--- src/rtl/conv_mac_stream_if.sv ---
// Streaming handshake bundle for conv_mac_stream: tap input side, result output side.
// The master drives taps and consumes results; the slave is the MAC engine.
interface conv_mac_stream_if #(
    parameter int DATA_W = 16,
    parameter int TAPS   = 9
);
    localparam int IDX_W = $clog2(TAPS);
    localparam int OUT_W = 2 * DATA_W + $clog2(TAPS) + 1;

    logic                       in_valid;
    logic                       in_ready;
    logic signed [DATA_W-1:0]   data_in;
    logic signed [DATA_W-1:0]   weight_in;
    logic signed [2*DATA_W-1:0] bias;
    logic                       clear;
    logic                       out_valid;
    logic                       out_ready;
    logic signed [OUT_W-1:0]    out_data;
    logic [IDX_W-1:0]           tap_idx;

    modport master (
        output in_valid, data_in, weight_in, bias, clear, out_ready,
        input  in_ready, out_valid, out_data, tap_idx
    );

    modport slave (
        input  in_valid, data_in, weight_in, bias, clear, out_ready,
        output in_ready, out_valid, out_data, tap_idx
    );
endinterface

--- src/rtl/conv_mac_stream.sv ---
// Streaming convolution MAC: TAPS signed products per window plus bias into a 2-entry result FIFO.
// Optional macro CONV_MAC_RELU_EN clamps negative results to zero before they enter the FIFO.
module conv_mac_stream #(
    parameter int DATA_W  = 16,
    parameter int TAPS    = 9,
    parameter int MUL_LAT = 2
) (
    input  logic             clk_in,
    input  logic             rst_n,
    conv_mac_stream_if.slave bus
);
    localparam int IDX_W = $clog2(TAPS);
    localparam int PW    = 2 * DATA_W;
    localparam int ACC_W = PW + $clog2(TAPS);
    localparam int OUT_W = ACC_W + 1;
    localparam logic [IDX_W-1:0] LAST_IDX = IDX_W'(TAPS - 1);

    // wid tells closed windows from the open one so clear can squash only the latter.
    typedef struct packed {
        logic                 vld;
        logic                 first;
        logic                 last;
        logic [2:0]           wid;
        logic signed [PW-1:0] bias;
    } tag_t;

    logic                     run_q;
    logic [IDX_W-1:0]         tap_q;
    logic [2:0]               open_id;
    tag_t                     tag_q    [MUL_LAT+1];
    tag_t                     tag_keep [MUL_LAT+1];
    logic signed [DATA_W-1:0] a_q, b_q;
    logic signed [PW-1:0]     prod_q [MUL_LAT];
    logic signed [ACC_W-1:0]  acc_q, prod_ext;
    logic                     fin_q;
    logic signed [PW-1:0]     fin_bias_q;
    logic signed [OUT_W-1:0]  fifo_q [2];
    logic                     wr_ptr, rd_ptr;
    logic [1:0]               occ_q, infl_q;
    logic [2:0]               used;
    logic                     is_last, accept, push, pop, use_prod, closed_in_pipe;
    logic signed [OUT_W-1:0]  sum_full, res_val;

    assign is_last      = (tap_q == LAST_IDX);
    assign used         = {1'b0, occ_q} + {1'b0, infl_q};
    assign bus.in_ready = run_q && !bus.clear && !(is_last && used >= 3'd2);
    assign accept       = bus.in_valid && bus.in_ready;
    assign push         = fin_q;
    assign pop          = bus.out_valid && bus.out_ready;
    assign bus.out_valid = (occ_q != 2'd0);
    assign bus.out_data  = fifo_q[rd_ptr];
    assign bus.tap_idx   = tap_q;

    // NOTE: combinational blocks use blocking '=' with a default first; clocked blocks use '<=' only.
    always_comb begin
        closed_in_pipe = 1'b0;
        for (int k = 0; k <= MUL_LAT; k++) begin
            tag_keep[k] = tag_q[k];
            if (bus.clear && tag_q[k].wid == open_id) tag_keep[k].vld = 1'b0;
            if (tag_q[k].vld && tag_q[k].wid != open_id) closed_in_pipe = 1'b1;
        end
    end

    assign use_prod = tag_keep[MUL_LAT].vld;
    assign prod_ext = ACC_W'(prod_q[MUL_LAT-1]);
    assign sum_full = OUT_W'(acc_q) + OUT_W'(fin_bias_q);

`ifdef CONV_MAC_RELU_EN
    assign res_val = sum_full[OUT_W-1] ? '0 : sum_full;
`else
    assign res_val = sum_full;
`endif

    // NOTE: the multiplier datapath is left unreset; validity travels in the reset tags.
    always_ff @(posedge clk_in) begin
        a_q       <= bus.data_in;
        b_q       <= bus.weight_in;
        prod_q[0] <= PW'(a_q) * PW'(b_q);
        for (int k = 1; k < MUL_LAT; k++) prod_q[k] <= prod_q[k-1];
    end

    always_ff @(posedge clk_in or negedge rst_n) begin
        if (!rst_n) begin
            for (int k = 0; k <= MUL_LAT; k++) tag_q[k] <= '0;
        end else begin
            tag_q[0].vld   <= accept;
            tag_q[0].first <= (tap_q == '0);
            tag_q[0].last  <= is_last;
            tag_q[0].wid   <= open_id;
            tag_q[0].bias  <= bus.bias;
            for (int k = 1; k <= MUL_LAT; k++) tag_q[k] <= tag_keep[k-1];
        end
    end

    // Accumulator is only zeroed on clear when no closed window still depends on it.
    always_ff @(posedge clk_in or negedge rst_n) begin
        if (!rst_n) begin
            acc_q      <= '0;
            fin_q      <= 1'b0;
            fin_bias_q <= '0;
        end else begin
            if (use_prod)
                acc_q <= tag_q[MUL_LAT].first ? prod_ext : acc_q + prod_ext;
            else if (bus.clear && !closed_in_pipe)
                acc_q <= '0;
            fin_q      <= use_prod && tag_q[MUL_LAT].last;
            fin_bias_q <= tag_q[MUL_LAT].bias;
        end
    end

    always_ff @(posedge clk_in or negedge rst_n) begin
        if (!rst_n) begin
            run_q   <= 1'b0;
            tap_q   <= '0;
            open_id <= '0;
            infl_q  <= '0;
        end else begin
            run_q <= 1'b1;
            if (bus.clear)   tap_q <= '0;
            else if (accept) tap_q <= is_last ? '0 : tap_q + 1'b1;
            if (accept && is_last) open_id <= open_id + 3'd1;
            case ({accept && is_last, push})
                2'b10:   infl_q <= infl_q + 2'd1;
                2'b01:   infl_q <= infl_q - 2'd1;
                default: infl_q <= infl_q;
            endcase
        end
    end

    // NOTE: the FIFO slots are reset so out_data reads zero out of reset.
    always_ff @(posedge clk_in or negedge rst_n) begin
        if (!rst_n) begin
            fifo_q[0] <= '0;
            fifo_q[1] <= '0;
            wr_ptr    <= 1'b0;
            rd_ptr    <= 1'b0;
            occ_q     <= '0;
        end else begin
            if (push) begin
                fifo_q[wr_ptr] <= res_val;
                wr_ptr         <= ~wr_ptr;
            end
            if (pop) rd_ptr <= ~rd_ptr;
            case ({push, pop})
                2'b10:   occ_q <= occ_q + 2'd1;
                2'b01:   occ_q <= occ_q - 2'd1;
                default: occ_q <= occ_q;
            endcase
        end
    end
endmodule

--- src/flat_wrapper.sv ---
// flat-port wrapper written by rule: the top's interface ports become plain ports
module conv_mac_stream_flat 
#(
    parameter int DATA_W  = 16,
    parameter int TAPS    = 9,
    parameter int MUL_LAT = 2
)
  (clk_in, rst_n, bus_in_valid, bus_data_in, bus_weight_in, bus_bias, bus_clear, bus_out_ready, bus_in_ready, bus_out_valid, bus_out_data, bus_tap_idx);
  conv_mac_stream_if #(.DATA_W(DATA_W), .TAPS(TAPS)) bus_i ();
  input  logic clk_in;
  input  logic rst_n;
  input wire logic [$bits(bus_i.in_valid)-1:0] bus_in_valid;
  input wire logic [$bits(bus_i.data_in)-1:0] bus_data_in;
  input wire logic [$bits(bus_i.weight_in)-1:0] bus_weight_in;
  input wire logic [$bits(bus_i.bias)-1:0] bus_bias;
  input wire logic [$bits(bus_i.clear)-1:0] bus_clear;
  input wire logic [$bits(bus_i.out_ready)-1:0] bus_out_ready;
  output wire logic [$bits(bus_i.in_ready)-1:0] bus_in_ready;
  output wire logic [$bits(bus_i.out_valid)-1:0] bus_out_valid;
  output wire logic [$bits(bus_i.out_data)-1:0] bus_out_data;
  output wire logic [$bits(bus_i.tap_idx)-1:0] bus_tap_idx;
  assign bus_i.in_valid = bus_in_valid;
  assign bus_i.data_in = bus_data_in;
  assign bus_i.weight_in = bus_weight_in;
  assign bus_i.bias = bus_bias;
  assign bus_i.clear = bus_clear;
  assign bus_i.out_ready = bus_out_ready;
  assign bus_in_ready = bus_i.in_ready;
  assign bus_out_valid = bus_i.out_valid;
  assign bus_out_data = bus_i.out_data;
  assign bus_tap_idx = bus_i.tap_idx;
  conv_mac_stream #(.DATA_W(DATA_W), .TAPS(TAPS), .MUL_LAT(MUL_LAT)) u_core (.clk_in(clk_in), .rst_n(rst_n), .bus(bus_i));
endmodule
--- config.mk ---
export PLATFORM = sky130hd
export DESIGN_NAME = conv_mac_stream_flat
export DESIGN_NICKNAME = d
export VERILOG_FILES = /design/src/rtl/conv_mac_stream_if.sv /design/src/rtl/conv_mac_stream.sv /design/src/flat_wrapper.sv
export SDC_FILE = /design/constraint.sdc
export NUM_CORES = 1
export LEC_CHECK = 0
export ABC_AREA = 1
export CORE_MARGIN = 5
export CORE_UTILIZATION = 44
export CTS_CLUSTER_SIZE = 10
export DETAILED_ROUTE_END_ITERATION = 6
export GPL_TIMING_DRIVEN = 0
export SYNTH_ARGS = -nofsm -noshare
export SYNTH_HDL_FRONTEND = slang
export SYNTH_SLANG_ARGS = --single-unit
--- constraint.sdc ---
create_clock -name clk_in -period 6.6 [get_ports clk_in]
set_input_delay 1.32 -clock clk_in [delete_from_list [all_inputs] [get_ports clk_in]]
set_output_delay 1.32 -clock clk_in [all_outputs]
set_load 0.02 [all_outputs]
==> results.md, run 1 <==
* Antenna violations before repair at 1
* Setup crit end kind: register
* Root buf cell: clkbuf_16
* Synth unique cells at 46
* Worst rel slew slack at 47.8%
* Remaining routing DRC violations at 0
* Placer Congestion at 0.984
* PnR worst setup slack at 0.385 ns
* Number of synthesized flops with an enable pin at 0
* Post-CTS setup buffer count at 0
* Post-DP HPWL at 58600 um
* PD cells at between 500 and 600 nW/um^2
* Register-to-Register Setup Slack at around 0.38 ns
* Core ar. at 60000 um^2
* Post-DR vias/cell at 5.01
* First-pass GRT wire length at ~120000 um
* Clock period minus worst slack at 6.22 ns
* Max-cap violation count at 0
* RSZ-0062 raised after global routing: no
* Total power at 15.4 mW
* Max Fclk at 161 MHz
* Pre-antenna DRT Iters at 6
* Dpl cells at between 4000 and 5000
* Most common cell in the synthesized netlist: nand2_1
* Worst hold stages at 0
* Register area share after synthesis at 32.8%
* Clock Latency Late Sink at 0.58 ns
* Syn. warnings at 0
* Clock Skew at 0.0226 ns
* CP Max Fanout at 10
* WL/cell at ~17 um
* Die Wd at between 200 and 300 um
* Avg Synthesized Cell Area at 8.23 um^2
* Cts hold-fix bufs at 0
* Via count at about 21000
* Largest area contributor in the netlist: dfrtp_1
* Clock Tree Buf Depth at 3
* Flops & latches, synth at 367
* Fin nets at slightly below 4000
* I/O pin total at 112
* Pre-CTS WS at -0.0462 ns
* WP data arrival at 6.67 ns
* Cell Area, Synth at about 27000 um^2
* Static leakage at ~16 nW
* Vias in the first global route at 21300
* GRT Overall Usage at ~22%
* Largest cells by area after synthesis: dfrtp_1, fa_1, nand2_1
* Final Hold Vio Count at 0
* Proportion of layout cells with a drive suffix above 1 at 4.52%
* Synth-to-Final Area Change at 13.0%
* Die area at 65300 um^2
* Crit path from: u_core.b_q[4]$_DFF_P_
* Total CTS buffers at 45
* Top FF cell, synth: dfrtp_1
* Syn nets at 3716
* Top cell type's share of synthesized area at 25.5%
* Worst hold-check path type: register to register
* Post-route insts no fill at 4168
* Kind of critical path: register to register
* Clock Sinks at 367
* Slew Limit Fails at 0
* Critical path destination: u_core.prod_q[0][28]$_DFF_P_
* Syn Inst Count at 3224
* R2r worst-path depth at 25
* Die Height at 256 um
* DR iter-0 viols at approximately 1600
* Clock-pin transition on the worst setup and hold timing paths at approximately 0.070 ns
* Status: completed
* Largest net degree at the start of global routing at 120
* Setup Total Neg Slack at 0 ns
* Worst vdd ir at 0.000656 V
* Post-synth ARST share at 73.8%
* Grt ovf at 0
* Initial Util at between 40% and 50%
* Post-synth top cells: nand2_1, inv_1, dfrtp_1
* CTS tree: yes
* I/O Buffers at 111
* Row cnt at 90
* Routed wire length at 72000 um
* Crit path required time at 7.05 ns
* Post-DRT Antenna Nets at 0
* R2r endpoint: u_core.prod_q[0][28]$_DFF_P_
* Final period util at 94.2%
* Hold slack at 0.313 ns
* Worst slew pin tran at 0.783 ns
* Final setup violation count at 0
* H-tree depth at 2
* Setup crit start kind: register
* RR Startpoint: u_core.b_q[4]$_DFF_P_
==> how the worst min path moves through the flow <==
stage / from / endpoint / slack (ns)
finish: u_core.prod_q[0][23]$_DFF_P_ / u_core.prod_q[0][55]$_DFF_P_ / 0.31
global placement: u_core.prod_q[0][17]$_DFF_P_ / u_core.prod_q[0][49]$_DFF_P_ / 0.31
floorplan: u_core.prod_q[0][0]$_DFF_P_ / u_core.prod_q[0][32]$_DFF_P_ / 0.31
CTS: u_core.prod_q[0][23]$_DFF_P_ / u_core.prod_q[0][55]$_DFF_P_ / 0.32
detailed placement: u_core.prod_q[0][30]$_DFF_P_ / u_core.prod_q[0][62]$_DFF_P_ / 0.31
global route: u_core.prod_q[0][17]$_DFF_P_ / u_core.prod_q[0][49]$_DFF_P_ / 0.32
==> critical path, cell delays in order, from the launching register on <==
cell,delay [ns]
dfxtp_1,0.68
clkbuf_2,0.37
nand2_1,0.09
inv_1,0.09
fa_1,0.39
inv_1,0.08
fa_1,0.43
fa_1,0.57
inv_1,0.08
fa_1,0.50
fa_1,0.49
inv_1,0.05
fa_1,0.47
inv_1,0.04
ha_1,0.37
nand2_1,0.09
inv_1,0.12
nand2_1,0.08
nor2_2,0.28
nand4_1,0.17
nand3_1,0.23
nand2_1,0.09
nand2_1,0.10
nand2_1,0.08
nand3_1,0.07
nand2_1,0.06
==> repair_timing <==
item                                    in CTS  in global routing
pin swaps                                    0                  0
endpoints found under the setup margin       3                  8
resized for setup                            8                 50
==> layout make-up <==
| type | instances | area, um^2 |
|---|---|---|
| Tap cell | 782 | 978 |
| Fill cell | 5834 | 30000 |
| Timing Repair Buffer | 113 | 1170 |
| Multi-Input combinational cell | 2131 | 15100 |
| Antenna cell | 1 | 2.50 |
| Inverter | 634 | 2380 |
| Buffer | 69 | 322 |
| Clock inverter | 8 | 106 |
| Sequential cell | 367 | 8710 |
| Clock buffer | 63 | 1220 |
==> sequential cells by signal, indices dropped and copies added, names as in the netlist <==
name	flops
u_core.tag_keep	111
u_core.fifo_q	74
u_core.prod_q	64
u_core.acc_q	36
u_core.fin_bias_q	32
u_core.a_q	16
u_core.b_q	16
u_core.bus.tap_idx	4
u_core.open_id	3
u_core.tag_q	3
u_core.infl_q	2
u_core.occ_q	2
u_core.fin_q	1
u_core.rd_ptr	1
u_core.run_q	1
u_core.wr_ptr	1
==> cells by family after synthesis <==
logic type | share of synthesized area, %
AOI/OAI and AO/OA | 7.04
xor gates and xnor gates | 2.57
adders and majority gates | 27.4
buffers and inverters | 10.4
DFF | 32.8
muxes | 0.0424
other | 0.0141
and+or+nand+nor | 19.7
==> where the power goes <==
group	internal, mW	switching (mW)	leakage (nW)
logic	3.80	6.51	11.1
registers	2.67	0.163	4.27
clock network	1.33	0.934	0.637
==> metrics by stage <==
step	cell area [um^2]	util [%]
floorplan	26500	-
global placement	28600	47.7
detailed placement	28700	47.8
CTS	30000	50.0
global route	30000	50.0
finish	30000	50.0
==> layout by cell type, fill, tap and decap left out, types with 4 or more instances in the layout <==
cell / n
inv_1: 629
nor3_1: 14
a21oi_2: 9
or2_1: 8
nand3_2: 4
ha_1: 158
clkdlybuf4s50_1: 110
dfrtp_1: 271
o21ai_0: 144
o31ai_1: 4
nor2_1: 221
o21ai_2: 8
xnor2_1: 28
clkbuf_1: 47
nand2_2: 8
dfxtp_1: 91
xor2_1: 50
o21ai_1: 19
or2_2: 6
clkbuf_2: 29
fa_1: 264
nand3b_1: 6
clkbuf_16: 46
nand2_1: 850
nand3_1: 134
a21o_1: 12
nor2_2: 7
nand4_1: 28
a21oi_1: 107
inv_2: 5
o21bai_1: 14
dfxtp_2: 5
a31oi_1: 9
==> metal layers <==
metal	track usage (%)	vias up	part of all wire (%)
met4	5.29	0	2.3
li1	-	10100	-
met3	2.99	105	6.4
met2	35.7	611	45
met1	32.7	10100	46
met5	0	-	0
Note: power is estimated with default switching activity, not from simulation.
==> inputs of run 2 (changes only) <==
- ABC_CLOCK_PERIOD_IN_PS: unset -> 6600
==> results of run 2 <==
Final layout, timing and power as in run 1 (identical DEF).
==> inputs of run 3 (changes only) <==
- CORE_UTILIZATION: 44 -> 50
- PLACE_DENSITY: unset -> 0.68
==> run 3 against run 2 <==
Net effect: total power barely moved; clock power hardly changed; sequential share of layout area about the same; combinational power barely moved; via count grew 0.97%; critical path type unchanged; largest power group unchanged.
==> results.md, run 3 (synthesized netlist as in run 1, its figures left out) <==
* Dpl cells at 4025 (-2.3%)
* Crit path from: u_core.b_q[9]$_DFF_P_
* Max Fclk at 159 MHz (-0.88%)
* DR iter-0 viols at 1646 (+2.6%)
* Synth-to-Final Area Change at 12.8%
* Most frequent CP cell: fa_1
* Final core area utilization at 57.0% (+7.0 points)
* Placer Congestion at 0.990 (+0.59%)
* Worst vdd ir at 0.000701 V (+6.8%)
* Slew Limit Fails at 0 (unchanged)
* Max-cap violation count at 0 (unchanged)
* Routed wire length at 69900 um (-2.8%)
* GRT Overall Usage at 25.1% (+2.7 points)
* Die Height at 240 um (-6.0%)
* Commonest non-fill, non-tap cell in the layout: nand2_1
* WHS Endpoint: u_core.prod_q[0][44]$_DFF_P_
* Fillers at 4831 (-17%)
* Kind of critical path: register to register
* RSZ-0062 raised after global routing: no
* Post-DP HPWL at 57000 um (-2.6%)
* Hold slack at 0.319 ns (+0.00584 ns)
* First-pass GRT wire length at 114000 um (-2.1%)
* Most frequent cells in the layout: nand2_1, inv_1, dfrtp_1
* Final Cell Area at 29900 um^2 (-0.17%)
* Total power at 15.4 mW (about the same)
* PnR worst setup slack at 0.330 ns (-0.0549 ns)
* Grt ovf at 0 (unchanged)
* Row cnt at 84 (-6.7%)
* Largest net degree at the start of global routing at 121 (+0.83%)
* Vias in the first global route at 21200 (-0.16%)
* Clock period minus worst slack at 6.27 ns (+0.0549 ns)
* I/O Buffers at 111 (unchanged)
* PD cells at 514 nW/um^2 (+0.18%)
* Max reg flops at 111 (unchanged)
* Die Wd at 240 um (-6.0%)
* Die area at 57800 um^2 (-12%)
* Remaining routing DRC violations at 0 (unchanged)
* Critical path's largest stage delay at 0.60 ns (-0.08 ns)
* Register-to-Register Setup Slack at 0.33 ns (-0.05 ns)
* Via count at 21100 (+0.97%)
* WP data arrival at 6.77 ns (+0.10 ns)
* Clock Skew at 0.0207 ns (-0.00193 ns)
* Final Hold Vio Count at 0 (unchanged)
* Fin nets at 3864 (+0.29%)
* Worst hold stages at 0 (unchanged)
* Post-place instance area at 28600 um^2 (-0.41%)
* Multi-input gate area at 15100 um^2 (unchanged)
* Clock Latency Late Sink at 0.58 ns (about the same)
* Crit path required time at 7.10 ns (+0.05 ns)
* Root buf cell: clkbuf_16
* Storage element area at 8700 um^2 (about the same)
* Static leakage at 16.0 nW (+0.20%)
* Antenna violations before repair at 1 (unchanged)
* Proportion of layout cells with a drive suffix above 1 at 4.39% (-0.13 points)
* CTS tree: yes
* Pre-CTS WS at -0.0340 ns (+0.0123 ns)
* Initial Util at 50.5% (+6.3 points)
* Worst hold path startpoint: u_core.prod_q[0][12]$_DFF_P_
* Setup crit end kind: register
* Clock Sinks at 367 (unchanged)
* Final setup violation count at 0 (unchanged)
* Pre-antenna DRT Iters at 5 (-1)
* R2r endpoint: u_core.prod_q[0][31]$_DFF_P_
* Setup Total Neg Slack at 0 ns (unchanged)
* Clock-pin transition on the worst setup and hold timing paths at 0.06 ns (about the same)
* RR Startpoint: u_core.b_q[9]$_DFF_P_
* Status: completed
* WL/cell at 17.1 um (-0.82%)
* Worst slew pin tran at 0.817 ns (+0.0343 ns)
* Post-route insts no fill at 4084 (-2.0%)
* Final period util at 95.0% (+0.83 points)
* I/O pin total at 112 (unchanged)
* Setup crit start kind: register
* Critical path's slowest cell: fa_1
* Clock Tree Buf Depth at 3 (unchanged)
* Core ar. at 52600 um^2 (-12%)
* Crit-path cells: clkbuf_1, clkbuf_2, nand2_1, fa_1, inv_1, fa_1, fa_1, inv_1, fa_1, inv_1, fa_1, inv_1, fa_1, inv_1, ha_1, nand2_1, nor2_1, nand4_1, or2_1, nand3_1, xor2_1
* CP Max Fanout at 10 (unchanged)
* Total CTS buffers at 45 (unchanged)
* Worst rel slew slack at 45.5% (-2.3 points)
* R2r worst-path depth at 21 (-16%)
* Post-DRT Antenna Nets at 0 (unchanged)
* Worst hold-check path type: register to register
* H-tree depth at 2 (unchanged)
* Post-DR vias/cell at 5.16 (+3.0%)
## run 3: cell count changes in the layout (fill, tap and decap cells not counted), sizes merged
cell      previous run  this run
clkbuf             123       131
inv                634       635
bufinv               1         2
clkinvlp             2         1
buf                 12        13
## run 3: cell type report
type                       count  area share [%]
multi-input combinational   2131            50.4
tap                          688            2.87
inverter                     634            7.95
clock inverter                 9           0.497
antenna                        1         0.00836
buffer                        80            1.21
timing repair buffer         113            3.91
clock buffer                  61            4.06
sequential                   367            29.1
## run 3: what timing repair did
item	in CTS	in global routing
resized for setup	3	54
setup endpoints to repair	2	8
hold buffers	0	0
setup buffers	0	0
## run 3: report_power, final
part           leakage, nW  total [mW]  internal [mW]  switching, mW
Combinational         11.1        10.3           3.78           6.51
Sequential            4.27        2.82           2.67          0.154
Clock                0.660        2.29           1.36          0.921
Total                 16.0        15.4           7.81           7.58
## run 3: worst max-delay path by stage
stage,to,slack [ns]
3_3_place_gp,u_core.bus.tap_idx[0]$_DFFE_PN0P_,-7.14
6_report,u_core.prod_q[0][31]$_DFF_P_,0.33
5_1_grt,u_core.prod_q[0][28]$_DFF_P_,0.02
2_1_floorplan,u_core.prod_q[0][31]$_DFF_P_,1.04
4_1_cts,u_core.prod_q[0][29]$_DFF_P_,0.01
3_5_place_dp,u_core.prod_q[0][28]$_DFF_P_,-0.03
## run 3: worst max-delay path: cells and delay by family (launching register included)
| kind | cells | cell delay [ns] |
|---|---|---|
| buffers and inverters | 7 | 1.13 |
| xor gates and xnor gates | 1 | 0.18 |
| DFF | 1 | 0.30 |
| adders and majority gates | 7 | 3.65 |
| and+or+nand+nor | 6 | 0.91 |
## run 3: metal layers
metal / global-route usage [%] / share of wire [%]
met5: 0 / 0
met4: 5.07 / 1.8
met3: 4.11 / 7.2
met2: 39.5 / 45
met1: 37.2 / 46
